## config.mk

```make
export PLATFORM = sky130hd
export DESIGN_NAME = pooling_stream_2x2
export DESIGN_NICKNAME = d
export VERILOG_FILES = /design/src/rtl/pooling_pkg.sv /design/src/rtl/pool_linebuf.sv /design/src/rtl/pooling_stream_2x2.sv
export SDC_FILE = /design/constraint.sdc
export NUM_CORES = 1
export LEC_CHECK = 0
export ABC_AREA = 1
export BUFFER_PORTS_ARGS = -buffer_cell sky130_fd_sc_hd__buf_2
export CORE_UTILIZATION = 25
export CTS_BUF_LIST = sky130_fd_sc_hd__clkbuf_8
export DETAILED_ROUTE_END_ITERATION = 6
export HOLD_SLACK_MARGIN = 0.12
export PLACE_DENSITY = 0.47
export SYNTH_ARGS = -nofsm -noshare
export SYNTH_HDL_FRONTEND = slang
export SYNTH_SLANG_ARGS = --single-unit
```

## constraint.sdc

```tcl
create_clock -name clk -period 5.3 [get_ports clk]
set_input_delay 0.265 -clock clk [delete_from_list [all_inputs] [get_ports clk]]
set_output_delay 0.265 -clock clk [all_outputs]
set_load 0.02 [all_outputs]
```

## src/rtl/pooling_pkg.sv

```systemverilog
// Shared types and the pooling operator for the 2x2 pooling stream.
// Provides pool_mode_e, pool_row_e, a wide accumulator type and pool_op.
package pooling_pkg;

  typedef enum logic {
    POOL_MAX = 1'b0,
    POOL_AVG = 1'b1
  } pool_mode_e;

  typedef enum logic {
    ROW0 = 1'b0,
    ROW1 = 1'b1
  } pool_row_e;

  // Wide enough for any practical PIX_W+2; callers truncate.
  localparam int ACC_W = 32;

  typedef logic [ACC_W-1:0] acc_t;

  // Max: unsigned compare. Avg: running sum, divided later.
  function automatic acc_t pool_op(
    input acc_t       a,
    input acc_t       b,
    input pool_mode_e m
  );
    acc_t r;
    if (m == POOL_AVG) begin
      r = a + b;
    end else begin
      r = (a > b) ? a : b;
    end
    return r;
  endfunction

endpackage

```

## src/rtl/pool_linebuf.sv

```systemverilog
// Line buffer holding one partial result per output column pair.
// Ports: clk, rst_n, we/widx/wdata write port, ridx/rdata async read.
module pool_linebuf
  import pooling_pkg::*;
#(
  parameter int DEPTH = 4,
  parameter int W     = 10,
  parameter int IDX_W = 2
) (
  input  logic             clk,
  input  logic             rst_n,
  input  logic             we,
  input  logic [IDX_W-1:0] widx,
  input  logic [W-1:0]     wdata,
  input  logic [IDX_W-1:0] ridx,
  output logic [W-1:0]     rdata
);

  logic [DEPTH-1:0][W-1:0] mem_q;
  logic [DEPTH-1:0][W-1:0] mem_d;

  always_comb begin
    mem_d = mem_q;
    if (we) begin
      mem_d[widx] = wdata;
    end
  end

  always_ff @(posedge clk or negedge rst_n) begin
    if (!rst_n) begin
      mem_q <= '0;
    end else begin
      mem_q <= mem_d;
    end
  end

  assign rdata = mem_q[ridx];

endmodule

```

## src/rtl/pooling_stream_2x2.sv

```systemverilog
// Streaming 2x2 max/avg pooling over raster input, one row pair per vector.
// Ports: clk, rst_n, En, sof, mode, convResult in; pooledPixels, outValid, busy out.
module pooling_stream_2x2
  import pooling_pkg::*;
#(
  parameter  int PIX_W   = 8,
  parameter  int ROW_LEN = 8,
  localparam int OUT_N   = ROW_LEN / 2
) (
  input  logic                        clk,
  input  logic                        rst_n,
  input  logic                        En,
  input  logic                        sof,
  input  logic                        mode,
  input  logic [PIX_W-1:0]            convResult,
  output logic [OUT_N-1:0][PIX_W-1:0] pooledPixels,
  output logic                        outValid,
  output logic                        busy
);

  localparam int SUM_W = PIX_W + 2;
  localparam int CW    = $clog2(ROW_LEN);
  localparam int IDX_W = (OUT_N > 1) ? $clog2(OUT_N) : 1;

  pool_row_e                   state_q, state_d;
  logic [CW-1:0]               col_q, col_d;
  logic [PIX_W-1:0]            pair_q, pair_d;
  pool_mode_e                  mode_q, mode_d;
  logic [OUT_N-1:0][PIX_W-1:0] res_q, res_d;
  logic [OUT_N-1:0][PIX_W-1:0] pooled_q, pooled_d;
  logic                        valid_q, valid_d;
  logic                        busy_q, busy_d;

  pool_row_e       row_eff;
  logic [CW-1:0]   col_eff;
  pool_mode_e      mode_eff;
  logic [IDX_W-1:0] idx;
  logic            last_col;
  logic [SUM_W-1:0] h_sum;
  logic [SUM_W-1:0] v_sum;
  logic [SUM_W-1:0] lb_rdata;
  logic            lb_we;
  logic [PIX_W-1:0] pool_val;

  pool_linebuf #(
    .DEPTH (OUT_N),
    .W     (SUM_W),
    .IDX_W (IDX_W)
  ) u_linebuf (
    .clk   (clk),
    .rst_n (rst_n),
    .we    (lb_we),
    .widx  (idx),
    .wdata (h_sum),
    .ridx  (idx),
    .rdata (lb_rdata)
  );

  // sof re-positions this sample to the start of a fresh pair.
  always_comb begin
    row_eff  = sof ? ROW0 : state_q;
    col_eff  = sof ? '0 : col_q;
    // Mode is taken live only on the first sample of a pair.
    if (row_eff == ROW0 && col_eff == '0) begin
      mode_eff = pool_mode_e'(mode);
    end else begin
      mode_eff = mode_q;
    end
    idx      = IDX_W'(col_eff >> 1);
    last_col = (col_eff == CW'(ROW_LEN - 1));
    h_sum    = SUM_W'(pool_op(acc_t'(pair_q),
                              acc_t'(convResult),
                              mode_eff));
    v_sum    = SUM_W'(pool_op(acc_t'(lb_rdata),
                              acc_t'(h_sum),
                              mode_eff));
    if (mode_eff == POOL_AVG) begin
      pool_val = PIX_W'(v_sum >> 2);
    end else begin
      pool_val = PIX_W'(v_sum);
    end
  end

  always_comb begin
    state_d  = state_q;
    col_d    = col_q;
    pair_d   = pair_q;
    mode_d   = mode_q;
    res_d    = res_q;
    pooled_d = pooled_q;
    valid_d  = 1'b0;
    lb_we    = 1'b0;
    if (En) begin
      mode_d = mode_eff;
      if (!col_eff[0]) begin
        pair_d = convResult;
      end else if (row_eff == ROW0) begin
        lb_we = 1'b1;
      end else begin
        res_d[idx] = pool_val;
      end
      if (last_col) begin
        col_d   = '0;
        state_d = (row_eff == ROW0) ? ROW1 : ROW0;
        // Publish the whole row at once so the output never tears.
        if (row_eff == ROW1) begin
          pooled_d = res_d;
          valid_d  = 1'b1;
        end
      end else begin
        col_d   = col_eff + CW'(1);
        state_d = row_eff;
      end
    end
    busy_d = (state_d == ROW1) || (col_d != '0);
  end

  always_ff @(posedge clk or negedge rst_n) begin
    if (!rst_n) begin
      state_q  <= ROW0;
      col_q    <= '0;
      pair_q   <= '0;
      mode_q   <= POOL_MAX;
      res_q    <= '0;
      pooled_q <= '0;
      valid_q  <= 1'b0;
      busy_q   <= 1'b0;
    end else begin
      state_q  <= state_d;
      col_q    <= col_d;
      pair_q   <= pair_d;
      mode_q   <= mode_d;
      res_q    <= res_d;
      pooled_q <= pooled_d;
      valid_q  <= valid_d;
      busy_q   <= busy_d;
    end
  end

  assign pooledPixels = pooled_q;
  assign outValid     = valid_q;
  assign busy         = busy_q;

endmodule
```

**Word level (Yosys, flattened, before mapping)**

Cells that the tools add are included.

- Bits in registers: 119
- Input bits: 13
- Output and inout port bits: 34
- Logic and storage cells: 63

- Add/subtract/negate cells: 3
- Order comparisons: 4
- Eq/ne operators: 1
- Mux-type cells: 28
- Bitwise logic cells: 2
- Reductions and logical operators: 7

Operators with widths:

| kind | number |
|---|---|
| $mux W32 | 2 |
| $mux W10 | 5 |
| $bwmux W40 | 1 |
| $bwmux W32 | 1 |
| $mux W8 | 3 |
| $bmux W10 S2 | 1 |
| $demux W10 S2 | 1 |
| $demux W8 S2 | 1 |
| $add A10 B10 Y10 | 1 |
| $gt A10 B10 Y1 | 1 |
| $mux W1 | 10 |
| $add A8 B8 Y9 | 1 |
| $mux W3 | 3 |
| $gt A8 B8 Y1 | 1 |
| $add A3 B1 Y3 const B | 1 |
| $eq A3 B3 Y1 const B | 1 |
| $logic_not A3 Y1 | 1 |
| $lt A2 B3 Y1 const B | 1 |
| $reduce_and A3 Y1 | 1 |
| $reduce_bool A3 Y1 | 1 |
| $ge A2 B1 Y1 const B | 1 |
| $logic_and A1 B1 Y1 | 2 |
| $not A1 Y1 | 2 |
| $reduce_and A2 Y1 | 1 |
| $logic_or A1 B1 Y1 | 1 |

**Longest topological paths before layout**

- Depth after elaboration: 12
- Mapped depth: 30
- Gate-level depth less buffers: 30

**Modules after synthesis**

Synthesis repeated with hierarchy kept, for this count alone.

- Cell total of the unflattened synthesis: 953
- Area total of the unflattened synthesis: 7211.9 um^2

By module, submodules not included:

| module | times used | cells each | area an instance (um^2) |
|---|---|---|---|
| pooling_stream_2x2 | 1 | 658 | 5059.9 |
| pool_linebuf | 1 | 295 | 2152.1 |

**Worst setup path after synthesis**

No wires, ideal clock.

- Path type: register to register
- Start: reg pair_q[5]
- End: reg pooled_q, in the netlist pooledPixels[10]
- Arrival: 2.989 ns
- Setup slack: 2.194 ns
- Cell stages (with the launch flop): 23
- Path buffers: 0
- Cell sequence: dfrtp_1 -> ha_1 -> inv_2 -> nor3_4 -> nand2_1 -> nand2_4 -> nand2_4 -> nand2_1 -> nand3_1 -> nand2_1 -> inv_1 -> ha_1 -> nand2_1 -> nor3_2 -> o21ai_1 -> nand3_2 -> nand3_1 -> nand2_1 -> inv_1 -> nand2_2 -> nand3_1 -> nand3_1 -> nand2_1

- Word-level cells in the longest chain between the ends: 10
- Elaborated cells between the ends (all ways): 12

Ends and longest elaborated chain:

| what | line | text |
|---|---|---|
| start, declared | pooling_stream_2x2.sv:27 | `logic [PIX_W-1:0] pair_q, pair_d;` |
| start signal, assigned | pooling_stream_2x2.sv:131 | `pair_q <= pair_d;` |
| $gt A8 B8 Y1 (*) | pooling_pkg.sv:30 | `r = (a > b) ? a : b;` |
| $mux W8 (*) | pooling_pkg.sv:30 |  |
| $mux W10 (*) | pooling_pkg.sv:27 | `if (m == POOL_AVG) begin` |
| via h_sum[4] | pooling_stream_2x2.sv:39 | `logic [SUM_W-1:0] h_sum;` |
| $gt A10 B10 Y1 | pooling_pkg.sv:30 |  |
| $mux W10 | pooling_pkg.sv:30 |  |
| $mux W10 (*) | pooling_pkg.sv:27 |  |
| $mux W8 (*) | pooling_stream_2x2.sv:77 | `if (mode_eff == POOL_AVG) begin` |
| $bwmux W32 (*) | pooling_stream_2x2.sv:100 | `res_d[idx] = pool_val;` |
| $mux W32 (*) | pooling_stream_2x2.sv:97 | `end else if (row_eff == ROW0) begin` |
| $mux W32 (*) | pooling_stream_2x2.sv:95 | `if (!col_eff[0]) begin` |
| end signal, assigned | pooling_stream_2x2.sv:134 | `pooled_q <= pooled_d;` |
| end, declared | pooling_stream_2x2.sv:30 | `logic [OUT_N-1:0][PIX_W-1:0] pooled_q, pooled_d;` |

The timed path passes the listed nets; every way through them passes the cells marked *.
A chain may end at the register's enable or synchronous reset.

**Worst setup path in the final report**

- Start: in convResult[7]
- End: reg pooled_q, in the netlist pooledPixels[2]

- Word-level cells in the longest chain between the ends: 10
- Elaborated cells between the ends (all ways): 12

Ends and longest elaborated chain:

| what | line | text |
|---|---|---|
| start, declared | pooling_stream_2x2.sv:15 | `input logic [PIX_W-1:0] convResult,` |
| $gt A8 B8 Y1 (*) | pooling_pkg.sv:30 |  |
| $mux W8 (*) | pooling_pkg.sv:30 |  |
| $mux W10 (*) | pooling_pkg.sv:27 |  |
| via h_sum[4] | pooling_stream_2x2.sv:39 |  |
| $gt A10 B10 Y1 | pooling_pkg.sv:30 |  |
| $mux W10 | pooling_pkg.sv:30 |  |
| $mux W10 (*) | pooling_pkg.sv:27 |  |
| $mux W8 (*) | pooling_stream_2x2.sv:77 |  |
| $bwmux W32 (*) | pooling_stream_2x2.sv:100 |  |
| $mux W32 (*) | pooling_stream_2x2.sv:97 |  |
| $mux W32 (*) | pooling_stream_2x2.sv:95 |  |

Marked as above.

==> flow_metrics.py <==
metrics = {
    "setup_path": {
        "cp_data_arrival_time_ns": 4.43,
        "critPathLaunchType": "input port",
        "critical_path.max_stage_delay_ns": 0.51,
        "cp_data_required_time_ns": 5.66,
        "path_class": "in2reg",
        "cp_slowest_cell": "dlygate4sd3_1",
        "critPathMaxFanout": 9,
        "end_kind": "flop",
        "path_common_cell": "nand2_1",
        "reg2reg_depth": 22,
    },
    "die": {
        "ios": 47,
        "die-area_um2": 27800,
        "core_area_um2": 26400,
        "rows": 59,
        "die_w_um": 167,
        "die_h_um": 167,
        "start_util": 0.257,
    },
    "cts": {
        "clk_latency_ns": 0.46,
        "cts_root_buffer": "clkbuf_8",
        "clk_pin_slew_ns": 0.09,
        "cts_buffer_depth": 2,
        "tritoncts": "built",
        "cts-buffers-inserted": 17,
        "cts-resized-gates": 0,
        "clock_sinks": 115,
        "htree_levels": 4,
    },
    "sta": {
        "finalCriticalPeriod_ns": 4.07,
        "max-slew-margin-rel": 0.159,
        "finalSetupViolCount": 0,
        "period_share": 0.768,
        "worst_pin_slew_ns": 1.26,
        "fmax_mhz": 246,
        "setup_tns_ns": 0,
        "finalHoldViolCount": 0,
        "finalMaxSlewViolations": 0,
        "fin_skew_ns": 0.0144,
        "rsz0062_at_grt": "no",
    },
    "final_layout": {
        "antennaDiodeCount": 0,
        "fin_cells": 1294,
        "drive_above_1_share": 0.170,
        "area_growth_pct": 15.7,
        "nNetsFinal": 998,
    },
    "synth": {
        "synth_commonest_cells": "248 x nand2_1, 141 x nand3_1, 115 x dfrtp_1",
        "async_flop_share": 1.00,
        "synth_edf_count": 0,
        "synth_ff_type": "dfrtp_1",
        "syn_area_um2": 6780,
        "yosysWarnings": 0,
        "synthesis.nets": 942,
        "yosysMostFrequentCell": "nand2_1",
        "synth.top_cell.area_share": 0.425,
        "synth_area_per_cell_um2": 7.62,
        "yosysSeqAreaShare": 0.425,
        "synthCells": 890,
        "synth.area.top_cells": "dfrtp_1 42%, nand2_1 14%, nand3_1 10%",
        "yosysUniqueCellTypes": 36,
        "synth_area_leader_cell": "dfrtp_1",
        "ys_seq_elements": 115,
    },
    "place": {
        "hpwl_um": 14100,
        "portBuffers": 46,
        "gp_congestion": 0.840,
        "place_inst": 1253,
    },
    "routing": {
        "drcViolationCount": 0,
        "first_iter_violations": 423,
        "postRouteAntennaNets": 0,
        "via_per_inst": 4.61,
        "dr.pass1.iters": 5,
        "vias": 5967,
        "wire_per_inst_um": 15.1,
        "drt-total-wl_um": 19600,
    },
    "grt": {
        "grt_pass1_vias": 5846,
        "grt_usage": 0.149,
        "grt_first_pass_wirelength_um": 32100,
        "grt_max_degree": 68,
        "antenna_found_initial": 0,
        "grt-ovfl-total": 0,
    },
    "pwr": {
        "cellPowerDensity_nw_per_um2": 418,
        "p_leak_nw": 4.33,
        "ir_worst_vdd_mv": 0.214,
    },
    "job": {
        "maxCapViolCount": 0,
    },
    "outcome": {
        "outcome": "completed",
    },
    "worst_hold_path": {
        "whs_path_depth": 6,
        "hp-class": "in2reg",
    },
}
## worst max-delay path, delay by kind of cell
kind	cells	cell delay, ns
AO/OA/AOI/OAI	1	0.14
buffers and inverters	5	0.84
AND/OR/NAND/NOR	17	2.41
adder cells (fa/ha/maj)	2	0.74
## state kept, by name, summed over array words and instances (netlist names)
| name | cells |
|---|---|
| pair_q | 8 |
| col_q | 3 |
| res_q | 32 |
| state_q | 1 |
| u_linebuf.mem_q | 36 |
| outValid | 1 |
| pooledPixels | 32 |
| mode_q | 1 |
| busy | 1 |
## kinds of logic after synthesis
kind of cell,after synthesis,share of synthesized area
compound gates,95,0.0772
buf+inv,139,0.0812
simple gates,500,0.341
flops,115,0.425
xor+xnor,2,0.00258
fa+ha+maj,39,0.0731
## power breakdown
| group | internal [mW] | switching [mW] | leakage, nW |
|---|---|---|---|
| sequential | 1.03 | 0.0660 | 1.46 |
| combinational | 0.451 | 0.915 | 2.68 |
| clock | 0.400 | 0.420 | 0.181 |
## worst paths after layout
path / start / endpoint / slack, ns
worst min-delay path: sof / col_q[1] / 0.34
min in group asynchronous: rst_n / pooledPixels[12] / 0.48
max in group asynchronous: rst_n / pair_q[5] / 3.62
worst max-delay path: convResult[7] / pooledPixels[2] / 1.23
worst min register to register: res_q[24] / res_q[24] / 0.48
worst max register to register: pair_q[4] / pooledPixels[2] / 1.31
## per-layer routing
metal | vias to the layer above | share of wire | GRT usage
met5 | - | 0 | 0
met4 | 0 | 0.013 | 0.0435
met3 | 18 | 0.035 | 0.0285
met2 | 130 | 0.43 | 0.222
met1 | 2843 | 0.52 | 0.216
li1 | 2976 | - | -
## cell usage in the layout, fill, tap and decap left out, types with 6 or more instances in the layout
cell type / n
nand2_1: 248
nand3_1: 141
dfrtp_1: 115
inv_1: 106
o21ai_0: 49
buf_2: 45
ha_1: 38
nor2_1: 37
or2_2: 36
clkbuf_8: 19
a21oi_1: 18
nand2_2: 14
o22ai_1: 10
buf_4: 10
dlygate4sd3_1: 9
nand3_2: 8
inv_2: 6
## stage by stage
step	hold slack (ns)	worst slack, ns	instance area, µm²	total power, mW	util
6_report	0.345	1.23	7850	3.28	0.298
5_1_grt	0.381	0.883	7850	3.55	0.298
2_1_floorplan	-0.0306	2.19	6780	2.08	-
3_3_place_gp	0.453	1.37	7370	2.47	0.280
3_5_place_dp	0.457	1.34	7370	2.46	0.280
4_1_cts	0.320	1.31	7850	3.31	0.298
## repair_timing
item                      CTS  global route
hold endpoints to repair   74             0
buffers inserted            0             0
hold buffers                9             0
## cell type report
cell class | instances | area [µm²]
multi-input cells | 636 | 3350
inverters | 112 | 420
well taps | 335 | 419
flip-flops and latches | 115 | 2880
clock buffers | 19 | 262
clock inverters | 13 | 125
repair buffers | 64 | 390
fillers | 2811 | 18500
No activity file was read; power rests on OpenSTA's default activity.
